$ cat src/rtl/mem_arb_pkg.sv
// Shared types for the IFU/LSU memory port arbiter.
// Request bundle, FSM states and owner encoding.
package mem_arb_pkg;

    localparam int unsigned MEM_ADDR_W = 64;
    localparam int unsigned MEM_DATA_W = 64;
    localparam int unsigned MEM_STRB_W = MEM_DATA_W / 8;

    typedef enum logic [1:0] {
        IDLE,
        ISSUE,
        WAIT,
        RESP
    } state_e;

    typedef enum logic {
        OWN_IF = 1'b0,
        OWN_LS = 1'b1
    } owner_e;

    typedef struct packed {
        logic [MEM_ADDR_W-1:0] addr;
        logic                  we;
        logic [MEM_DATA_W-1:0] wdata;
        logic [MEM_STRB_W-1:0] wstrb;
    } mem_req_t;

endpackage

$ cat src/rtl/mem_port_arbiter_rr2.sv
// Two-way round-robin picker; the last-grant state is held by the caller.
// Bit 0 of req_i is the IFU, bit 1 the LSU.
module arb_rr2
    import mem_arb_pkg::*;
(
    input  logic [1:0] req_i,
    input  owner_e     last_i,
    output owner_e     grant_o,
    output logic       grant_valid_o
);

    always_comb begin
        grant_valid_o = |req_i;
        grant_o       = OWN_IF;
        case (req_i)
            2'b01:   grant_o = OWN_IF;
            2'b10:   grant_o = OWN_LS;
            2'b11:   grant_o = (last_i == OWN_IF) ? OWN_LS : OWN_IF;
            default: grant_o = OWN_IF;
        endcase
    end

endmodule

$ cat src/rtl/mem_port_arbiter.sv
// Single-outstanding memory port shared by the IFU and the LSU, with
// round-robin grant, address-window check and response watchdog.
module mem_port_arbiter
    import mem_arb_pkg::*;
#(
    parameter int unsigned       ADDR_W   = 64,
    parameter int unsigned       DATA_W   = 64,
    parameter logic [ADDR_W-1:0] MEM_BASE = 64'h8000_0000,
    parameter logic [ADDR_W-1:0] MEM_SIZE = 64'h0800_0000,
    parameter int unsigned       TIMEOUT  = 255
) (
    input  logic                clk_i,
    input  logic                rst_i,
    input  logic                if_req_valid_i,
    output logic                if_req_ready_o,
    input  logic [ADDR_W-1:0]   if_addr_i,
    output logic                if_resp_valid_o,
    output logic [DATA_W-1:0]   if_resp_data_o,
    output logic                if_resp_err_o,
    input  logic                ls_req_valid_i,
    output logic                ls_req_ready_o,
    input  logic [ADDR_W-1:0]   ls_addr_i,
    input  logic                ls_we_i,
    input  logic [DATA_W-1:0]   ls_wdata_i,
    input  logic [DATA_W/8-1:0] ls_wstrb_i,
    output logic                ls_resp_valid_o,
    output logic [DATA_W-1:0]   ls_resp_data_o,
    output logic                ls_resp_err_o,
    output logic                mem_req_valid_o,
    input  logic                mem_req_ready_i,
    output logic [ADDR_W-1:0]   mem_addr_o,
    output logic                mem_we_o,
    output logic [DATA_W-1:0]   mem_wdata_o,
    output logic [DATA_W/8-1:0] mem_wstrb_o,
    input  logic                mem_resp_valid_i,
    input  logic [DATA_W-1:0]   mem_resp_data_i,
    input  logic                mem_resp_err_i,
    output logic                busy_o,
    output logic                grant_ls_o
);

    localparam logic [ADDR_W:0] WIN_LO = {1'b0, MEM_BASE};
    localparam logic [ADDR_W:0] WIN_HI = {1'b0, MEM_BASE} + {1'b0, MEM_SIZE};

    state_e            state_q, state_d;
    owner_e            owner_q, owner_d;
    mem_req_t          req_q, req_d;
    logic [DATA_W-1:0] rdata_q, rdata_d;
    logic              rerr_q, rerr_d;
    logic [31:0]       cnt_q, cnt_d;

    owner_e            gnt;
    logic              gnt_valid;
    logic              accept;
    logic [ADDR_W-1:0] sel_addr;
    logic              in_win;
    logic              wd_fire;
    mem_req_t          sel_req;

    arb_rr2 u_rr (
        .req_i         ({ls_req_valid_i, if_req_valid_i}),
        .last_i        (owner_q),
        .grant_o       (gnt),
        .grant_valid_o (gnt_valid)
    );

    assign accept   = (state_q == IDLE) && gnt_valid;
    assign sel_addr = (gnt == OWN_LS) ? ls_addr_i : if_addr_i;
    assign in_win   = ({1'b0, sel_addr} >= WIN_LO) && ({1'b0, sel_addr} < WIN_HI);

    // The accept cycle counts toward the budget, so a timeout error
    // pulse lands exactly TIMEOUT cycles after accept.
    assign wd_fire = (TIMEOUT != 0) && ((cnt_q + 32'd2) >= TIMEOUT);

    always_comb begin
        sel_req       = '0;
        sel_req.addr  = MEM_ADDR_W'(sel_addr);
        if (gnt == OWN_LS) begin
            sel_req.we    = ls_we_i;
            sel_req.wdata = MEM_DATA_W'(ls_wdata_i);
            sel_req.wstrb = MEM_STRB_W'(ls_wstrb_i);
        end
    end

    always_comb begin
        state_d = state_q;
        owner_d = owner_q;
        req_d   = req_q;
        rdata_d = rdata_q;
        rerr_d  = rerr_q;
        cnt_d   = cnt_q;
        unique case (state_q)
            IDLE: begin
                if (gnt_valid) begin
                    owner_d = gnt;
                    req_d   = sel_req;
                    cnt_d   = '0;
                    rdata_d = '0;
                    rerr_d  = !in_win;
                    state_d = in_win ? ISSUE : RESP;
                end
            end
            ISSUE: begin
                cnt_d = cnt_q + 32'd1;
                if (wd_fire) begin
                    rdata_d = '0;
                    rerr_d  = 1'b1;
                    state_d = RESP;
                end else if (mem_req_ready_i) begin
                    state_d = WAIT;
                end
            end
            WAIT: begin
                cnt_d = cnt_q + 32'd1;
                if (mem_resp_valid_i) begin
                    rdata_d = mem_resp_data_i;
                    rerr_d  = mem_resp_err_i;
                    state_d = RESP;
                end else if (wd_fire) begin
                    rdata_d = '0;
                    rerr_d  = 1'b1;
                    state_d = RESP;
                end
            end
            RESP: begin
                state_d = IDLE;
            end
            default: begin
                state_d = IDLE;
            end
        endcase
    end

    always_ff @(posedge clk_i) begin
        if (rst_i) begin
            state_q <= IDLE;
            owner_q <= OWN_IF;
            req_q   <= '0;
            rdata_q <= '0;
            rerr_q  <= 1'b0;
            cnt_q   <= '0;
        end else begin
            state_q <= state_d;
            owner_q <= owner_d;
            req_q   <= req_d;
            rdata_q <= rdata_d;
            rerr_q  <= rerr_d;
            cnt_q   <= cnt_d;
        end
    end

    assign if_req_ready_o = accept && (gnt == OWN_IF);
    assign ls_req_ready_o = accept && (gnt == OWN_LS);

    assign mem_req_valid_o = (state_q == ISSUE);
    assign mem_addr_o      = req_q.addr[ADDR_W-1:0];
    assign mem_we_o        = req_q.we;
    assign mem_wdata_o     = req_q.wdata[DATA_W-1:0];
    assign mem_wstrb_o     = req_q.wstrb[DATA_W/8-1:0];

    assign if_resp_valid_o = (state_q == RESP) && (owner_q == OWN_IF);
    assign ls_resp_valid_o = (state_q == RESP) && (owner_q == OWN_LS);
    assign if_resp_data_o  = if_resp_valid_o ? rdata_q : '0;
    assign ls_resp_data_o  = ls_resp_valid_o ? rdata_q : '0;
    assign if_resp_err_o   = if_resp_valid_o && rerr_q;
    assign ls_resp_err_o   = ls_resp_valid_o && rerr_q;

    assign busy_o     = (state_q != IDLE);
    assign grant_ls_o = (owner_q == OWN_LS);

endmodule

$ cat config.mk
export PLATFORM = sky130hd
export DESIGN_NAME = mem_port_arbiter
export DESIGN_NICKNAME = d
export VERILOG_FILES = /design/src/rtl/mem_arb_pkg.sv /design/src/rtl/mem_port_arbiter_rr2.sv /design/src/rtl/mem_port_arbiter.sv
export SDC_FILE = /design/constraint.sdc
export NUM_CORES = 1
export LEC_CHECK = 0
export CAP_MARGIN = 0
export CELL_PAD_IN_SITES_DETAIL_PLACEMENT = 0
export CELL_PAD_IN_SITES_GLOBAL_PLACEMENT = 1
export CORE_UTILIZATION = 27
export CTS_BUF_LIST = sky130_fd_sc_hd__clkbuf_4 sky130_fd_sc_hd__clkbuf_8
export CTS_CLUSTER_SIZE = 20
export DETAILED_ROUTE_END_ITERATION = 8
export PLACE_DENSITY = 0.89
export SLEW_MARGIN = 20
export SYNTH_ARGS = -nofsm -noshare
export SYNTH_HDL_FRONTEND = slang
export SYNTH_SLANG_ARGS = --single-unit
$ cat constraint.sdc
create_clock -name clk_i -period 2.97 [get_ports clk_i]
set_input_delay 0.297 -clock clk_i [delete_from_list [all_inputs] [get_ports clk_i]]
set_output_delay 0.297 -clock clk_i [all_outputs]
set_load 0.01 [all_outputs]
==> flow_summary.ini, run 1 <==
[run_status]
outcome = complete, no violations

[sta]
slew_headroom_pct = 41.7
post-route-worst-setup-slack_ns = 0.0925
final-hold-violation-count = 0
final_max_slew_viol_count = 0
finalClockSkew_ns = 0.0171
clock.fmax_ghz = 0.348
worst-slew-pin-transition_ns = 0.875
period_needed_ns = 2.88
fin_tns_setup_ns = 0
timing.final.crit_share_pct = 96.9
setup_viol_count_final = 0
setup_repair_after_global_routing_missed_its_margin = no

[floorplan]
design.die.area_mm2 = 0.0453
floorplan.initialDensity_pct = 27.6
dieWidth_um = 213
placeableCoreArea_mm2 = 0.0435
fp-row-count = 76
io_pins = 546
die_y_um = 213

[worst_setup_path]
cp.required_ns = 3.47
crit_type = flip-flop to flip-flop
startpoint_type = flip-flop
timing.critical_path.slowest_cell_delay_ns = 0.58
r2r_start = cnt_q[1]
critical_path.cell_chain = ha_4 -> nand3_1 -> or4_1 -> or4_4 -> xnor2_2 -> nor4_4 -> nand3_4 -> buf_12 -> o211ai_1
cp-end-kind = flip-flop
arrival_ns = 3.37
cpMaxStageDelayCell = sky130_fd_sc_hd__or4_4
timing.critical_path.fanout_max = 29
cp-startpoint = cnt_q[1]

[power_and_ir_drop]
p_sw_share_pct = 36.5
totalPowerFinal_mw = 12.7
p_int_mw = 8.03
pwr_density_cell_mw_per_mm2 = 654
netSwitchingPower_mw = 4.62
p_leak_nw = 7.42
clock_power_share_pct = 28.1
power.share.sequential_pct = 32.9
ir_drop_mv = 0.396
pwr-share-comb_pct = 39.0

[synth]
yosys.area_share.simple_pct = 30.7
post_synth_mux_area_share_pct = 5.60
yosys.area_share.adder_pct = 0.834
yosysTopAreaCellShare_pct = 39.5
synthesis.yosys.warnings = 0
synth_xor_xnor_area_share_pct = 2.40
mappedNetlistNets = 1800
yosys-top-cells-area = sky130_fd_sc_hd__dfxtp_1 40%, sky130_fd_sc_hd__nand2_1 8.7%, sky130_fd_sc_hd__nor2_1 5.8%
dominantRegCellSynth = sky130_fd_sc_hd__dfxtp_1
synthesis.area_per_instance_um2 = 7.89
synthesis.area_mm2 = 0.0120
postSynth.asyncResetShare_pct = 0
yosys.area.top_type = sky130_fd_sc_hd__dfxtp_1
largest_family_of_logic_cells_by_synthesized_area = simple AND/OR/NAND/NOR gates
synth_edf_count = 0
synth_area_in_compound_gates_pct = 16.1
synth_seq_cells = 237
netlist_top_cells_count = 278 x sky130_fd_sc_hd__nand2_1, 237 x sky130_fd_sc_hd__dfxtp_1, 186 x sky130_fd_sc_hd__nor2_1
synth.most_common_cell = sky130_fd_sc_hd__nand2_1
synth-seq-area-share_pct = 39.5
postSynthCellCount = 1520
synth.lib_cells_used.distinct = 56

[detailed_routing]
wire_per_inst_um = 18.4
post_drt_via_cell_ratio = 4.96
drt_wl_total_mm = 49.0
route.met3.wl_mm = 3.69
number_of_routed_nets_with_antenna_violations = 0
drt-initial-drc-count = 693
met2_length_mm = 24.2
first_pass_iters = 5
routed_via_count = 13191
route.layer.met1.wl_mm = 19.5
drc_errors = 0
routed.top_layer = met5

[hold_path]
hp-start = rst_i
min_path_type = input port to flip-flop

[placed_design]
routabilityCongestion = 0.946
pre_cts_setup_slack_ns = 0.0338
placedInstanceArea_mm2 = 0.0183
place.port_buffers = 545
dp.final_hpwl_mm = 36.3

[final_layout]
antennaDiodeCount = 0
finalCoreUtilization_pct = 44.5
final_layout_size_suffix_gt1_share_pct = 8.92
final_design_area_no_fill_mm2 = 0.0194
synthesis_to_finish_area_growth_pct = 61.4
final_net_count = 2323
n_fill_cell = 4250

[global_routing]
grt_pass1_wl_mm = 73.1
first_global_vias = 12680
number_of_antenna_violations_at_the_first_check_in_global_routing = 3
largest_net_degree_at_the_start_of_global_routing = 147
grt_use_total_pct = 20.7
overflow = 0

[clocking]
cts_made_buffers = 46
cts_hold_repair.buffers = 0
cts.htree.levels = 2
tritoncts = yes
path_clk_slew_ns = 0.06
clock_insertion_delay_worst_skew_ns = 0.59
root_buffer = sky130_fd_sc_hd__clkbuf_8
cts_max_path_bufs = 3
clkSinkCount = 237

[job]
maxCapViolations = 0
[state kept, by name (all words and copies together) (netlist names)]
name / flops
cnt_q: 32
grant_ls_o: 1
mem_addr_o: 64
mem_wdata_o: 64
mem_we_o: 1
mem_wstrb_o: 8
rdata_q: 64
rerr_q: 1
state_q: 2
[metrics by stage]
step / hold slack (ns) / cells
3_5_place_dp: 0.491 / 2578
3_3_place_gp: 0.487 / 2578
2_1_floorplan: 0.415 / 1520
4_1_cts: 0.239 / 2658
6_report: 0.281 / 2660
5_1_grt: 0.271 / 2660
[final timing paths]
kind                                        to  slack (ns)  cells past startpoint
worst min register to register  mem_addr_o[44]        0.49                      2
worst min-delay path                  cnt_q[0]        0.28                      3
worst max register to register     rdata_q[33]        0.09                      9
worst max-delay path               rdata_q[33]        0.09                      9
[cell usage in the layout (no fill, tap or decap), types with 3 or more instances in the layout]
master,netlist,layout
sky130_fd_sc_hd__o2111ai_1,4,4
sky130_fd_sc_hd__nor3_1,10,7
sky130_fd_sc_hd__clkbuf_8,0,58
sky130_fd_sc_hd__buf_12,0,10
sky130_fd_sc_hd__and4_1,9,9
sky130_fd_sc_hd__nand4_1,17,17
sky130_fd_sc_hd__a22oi_1,73,73
sky130_fd_sc_hd__dfxtp_1,237,232
sky130_fd_sc_hd__nor4_1,23,22
sky130_fd_sc_hd__o21ai_0,13,12
sky130_fd_sc_hd__nor3_2,0,3
sky130_fd_sc_hd__buf_4,1,50
sky130_fd_sc_hd__nand2b_1,4,4
sky130_fd_sc_hd__clkdlybuf4s50_1,0,544
sky130_fd_sc_hd__o211ai_1,56,56
sky130_fd_sc_hd__and3_1,74,73
sky130_fd_sc_hd__nor2_4,0,3
sky130_fd_sc_hd__nand2_1,278,278
sky130_fd_sc_hd__nor2_1,186,183
sky130_fd_sc_hd__clkinv_2,0,5
sky130_fd_sc_hd__or4_1,3,3
sky130_fd_sc_hd__nand3b_1,3,3
sky130_fd_sc_hd__ha_1,8,5
sky130_fd_sc_hd__a21oi_1,15,15
sky130_fd_sc_hd__dfxtp_2,0,4
sky130_fd_sc_hd__and2_1,69,68
sky130_fd_sc_hd__or3_1,10,10
sky130_fd_sc_hd__inv_1,9,9
sky130_fd_sc_hd__clkbuf_4,0,14
sky130_fd_sc_hd__a31oi_1,3,3
sky130_fd_sc_hd__o211ai_2,10,10
sky130_fd_sc_hd__a211oi_1,66,66
sky130_fd_sc_hd__mux2i_1,66,66
sky130_fd_sc_hd__nand3_1,80,80
sky130_fd_sc_hd__xnor2_1,13,13
sky130_fd_sc_hd__xor2_1,18,18
[critical path: cells and delay by family (launching register included)]
family | cells | cell delay (ns)
AOI/OAI and AO/OA | 1 | 0.22
xor gates and xnor gates | 1 | 0.17
adders and majority gates | 1 | 0.17
buffers and inverters | 1 | 0.22
DFF | 1 | 0.36
and+or+nand+nor | 5 | 1.63
[power groups by stage]
stage          registers (mW)  clock network (mW)  logic [mW]
2_1_floorplan            4.34                   0        2.31
3_3_place_gp             4.18                   0        4.86
3_5_place_dp             4.21                   0        4.94
4_1_cts                  4.16                3.69        4.97
5_1_grt                  4.24                3.83        5.35
6_report                 4.17                3.56        4.93
[final cells by class]
class | instances | area, um^2 | share of cell area (%)
flip-flops and latches | 237 | 4750 | 24.6
multi-input cells | 1143 | 6790 | 35.1
clock buffers | 72 | 903 | 4.67
repair buffers | 606 | 6060 | 31.3
well taps | 585 | 732 | 3.78
inverters | 9 | 33.8 | 0.174
clock inverters | 8 | 92.6 | 0.478
[layer usage]
metal  vias to the layer above  track usage, %
li1                       6406               -
met5                         -               0
met2                       488            36.3
met3                        84            5.41
met4                         4            8.26
met1                      6209            23.8
[logic make-up after synthesis]
| family | count (synthesis) |
|---|---|
| DFF | 237 |
| AOI/OAI and AO/OA | 256 |
| muxes | 67 |
| buffers and inverters | 140 |
| and+or+nand+nor | 780 |
| xor gates and xnor gates | 32 |
| adders and majority gates | 8 |
[timing repair]
item	in CTS	in global routing
resized for setup	3	9
setup endpoints to repair	111	176
cloned	0	1
pin swaps	0	1
buffers inserted	0	1
endpoints found under the hold margin	0	0
(Power assumes the default switching activity.)
==> run 2: changes to the inputs <==
Settings changed: CTS_CLUSTER_DIAMETER set to 50.
==> run 2 against run 1 <==
  * First-iteration DRC count is 0.87% lower
  * Worst hold slack gained 0.017 ns
  * Clock-buffer cell count decreased by 28
  * Wire length decreased by 0.33%
  * Critical endpoint is now rdata_q[36]
  * Sequential share of layout area is 0.24 points higher
  * Total power down 4.0%
  * Clock skew is 0.0036 ns higher
  * Non-clock buffer count is the same
  * Cell area decreased by 1.0%
  * Clock power shrank 14%
  * Core utilization is 0.47 points lower
  * Via count shrank 0.40%
==> flow_summary.ini, run 2 (synthesized netlist as in run 1, its figures left out) <==
[run_status]
outcome = complete, no violations

[power_and_ir_drop]
totalPowerFinal_mw = 12.2
pwr_density_cell_mw_per_mm2 = 634
p_leak_nw = 7.29
ir_drop_mv = 0.387

[placed_design]
routabilityCongestion = 0.946
place.port_buffers = 545
dp.final_hpwl_mm = 36.3
pre_cts_setup_slack_ns = 0.0338

[worst_setup_path]
cp.required_ns = 3.46
crit_type = flip-flop to flip-flop
timing.reg2reg.worst_path_depth = 9
startpoint_type = flip-flop
timing.critical_path.slowest_cell_delay_ns = 0.58
critical_path.cell_chain = ha_4 -> nand3_1 -> or4_1 -> or4_4 -> xnor2_2 -> nor4_4 -> nand3_4 -> buf_12 -> o211ai_1
cp-end-kind = flip-flop
cpMaxStageDelayCell = sky130_fd_sc_hd__or4_4
arrival_ns = 3.34
timing.critical_path.fanout_max = 29

[sta]
period_needed_ns = 2.86
fin_tns_setup_ns = 0
worst-slew-pin-transition_ns = 0.869
clock.fmax_ghz = 0.350
setup_viol_count_final = 0
final-hold-violation-count = 0
finalClockSkew_ns = 0.0206
timing.final.crit_share_pct = 96.2
final_max_slew_viol_count = 0
slew_headroom_pct = 42.0
post-route-worst-setup-slack_ns = 0.112

[floorplan]
io_pins = 546
die_y_um = 213
design.die.area_mm2 = 0.0453
floorplan.initialDensity_pct = 27.6
fp-row-count = 76
dieWidth_um = 213
placeableCoreArea_mm2 = 0.0435

[job]
maxCapViolations = 0

[final_layout]
final_layout_size_suffix_gt1_share_pct = 8.16
final_net_count = 2314
synthesis_to_finish_area_growth_pct = 59.7
layout.cells.most_common = sky130_fd_sc_hd__clkdlybuf4s50_1
final_cell_mix = 544 x sky130_fd_sc_hd__clkdlybuf4s50_1, 278 x sky130_fd_sc_hd__nand2_1, 233 x sky130_fd_sc_hd__dfxtp_1, 183 x sky130_fd_sc_hd__nor2_1, 80 x sky130_fd_sc_hd__nand3_1

[clocking]
root_buffer = sky130_fd_sc_hd__clkbuf_8
clkSinkCount = 237
clock_insertion_delay_worst_skew_ns = 0.58
path_clk_slew_ns = 0.07
cts_hold_repair.buffers = 0
cts_made_buffers = 37
cts.htree.levels = 2
tritoncts = yes
cts_max_path_bufs = 3

[detailed_routing]
number_of_routed_nets_with_antenna_violations = 0
wire_per_inst_um = 18.5
drt-initial-drc-count = 687
post_drt_via_cell_ratio = 4.97
first_pass_iters = 5
routed_via_count = 13138
drt_wl_total_mm = 48.8
drc_errors = 0

[hold_path]
worstHoldPathCells = 3
min_path_type = input port to flip-flop

[global_routing]
overflow = 0
grt_pass1_wl_mm = 72.3
grt_use_total_pct = 20.5
first_global_vias = 12478
number_of_antenna_violations_at_the_first_check_in_global_routing = 2
largest_net_degree_at_the_start_of_global_routing = 147
==> run 2: cell types whose count changed in the layout (fill, tap and decap cells not counted), moves of 2 or more <==
cell,before,now
sky130_fd_sc_hd__inv_8,0,2
sky130_fd_sc_hd__clkbuf_8,58,40
sky130_fd_sc_hd__inv_6,0,8
sky130_fd_sc_hd__clkinv_4,0,2
sky130_fd_sc_hd__clkbuf_4,14,4
==> run 2: per-stage QoR <==
step                cell area, um^2  hold slack (ns)  instances  util [%]
finish                        19200            0.298       2645      44.1
global route                  19200            0.295       2645      44.1
CTS                           19100            0.258       2642      43.9
detailed placement            18300            0.491       2578      42.1
global placement              18300            0.487       2578      42.1
floorplan                     12000            0.415       1520         -
==> run 2: power by group <==
group | internal (mW) | leakage, nW | switching (mW) | total, mW
sequential | 3.75 | 1.94 | 0.404 | 4.16
combinational | 2.18 | 4.95 | 2.76 | 4.94
clock | 1.54 | 0.407 | 1.51 | 3.05
total | 7.47 | 7.29 | 4.68 | 12.2
==> run 2: worst paths after layout <==
| path | startpoint | end | slack, ns |
|---|---|---|---|
| worst max-delay path | cnt_q[1] | rdata_q[36] | 0.11 |
| worst min-delay path | rst_i | cnt_q[1] | 0.30 |
| worst max register to register | cnt_q[1] | rdata_q[36] | 0.11 |
| worst min register to register | mem_addr_o[44] | mem_addr_o[44] | 0.50 |
==> run 2: area by class of cell <==
cell class | instances | area, um^2
Clock inverter | 20 | 205
Inverter | 9 | 33.8
Clock buffer | 44 | 581
Antenna cell | 1 | 2.50
Multi-Input combinational cell | 1143 | 6800
Sequential cell | 237 | 4750
Timing Repair Buffer | 606 | 6060
Fill cell | 4284 | 24300
Tap cell | 585 | 732
==> run 2: per-layer routing <==
| metal | GRT usage (%) | wire (um) | vias up |
|---|---|---|---|
| met4 | 8.24 | 1580 | 2 |
| met5 | 0 | 15 | - |
| li1 | - | - | 6391 |
| met1 | 23.9 | 19500 | 6209 |
| met2 | 35.8 | 24100 | 464 |
| met3 | 5.00 | 3620 | 72 |
==> run 2: timing repair <==
item / 4_1_cts / 5_1_grt
gates cloned: 0 / 1
gates resized for setup: 3 / 8
pin swaps: 0 / 1
setup endpoints to repair: 72 / 133
setup buffers: 0 / 1
==> run 2: worst max-delay path, delay by kind of cell (launching register included) <==
kind	cells	cell delay (ns)
simple gates	5	1.65
flops	1	0.36
compound gates	1	0.20
buf+inv	1	0.22
fa+ha+maj	1	0.17
xor+xnor	1	0.16
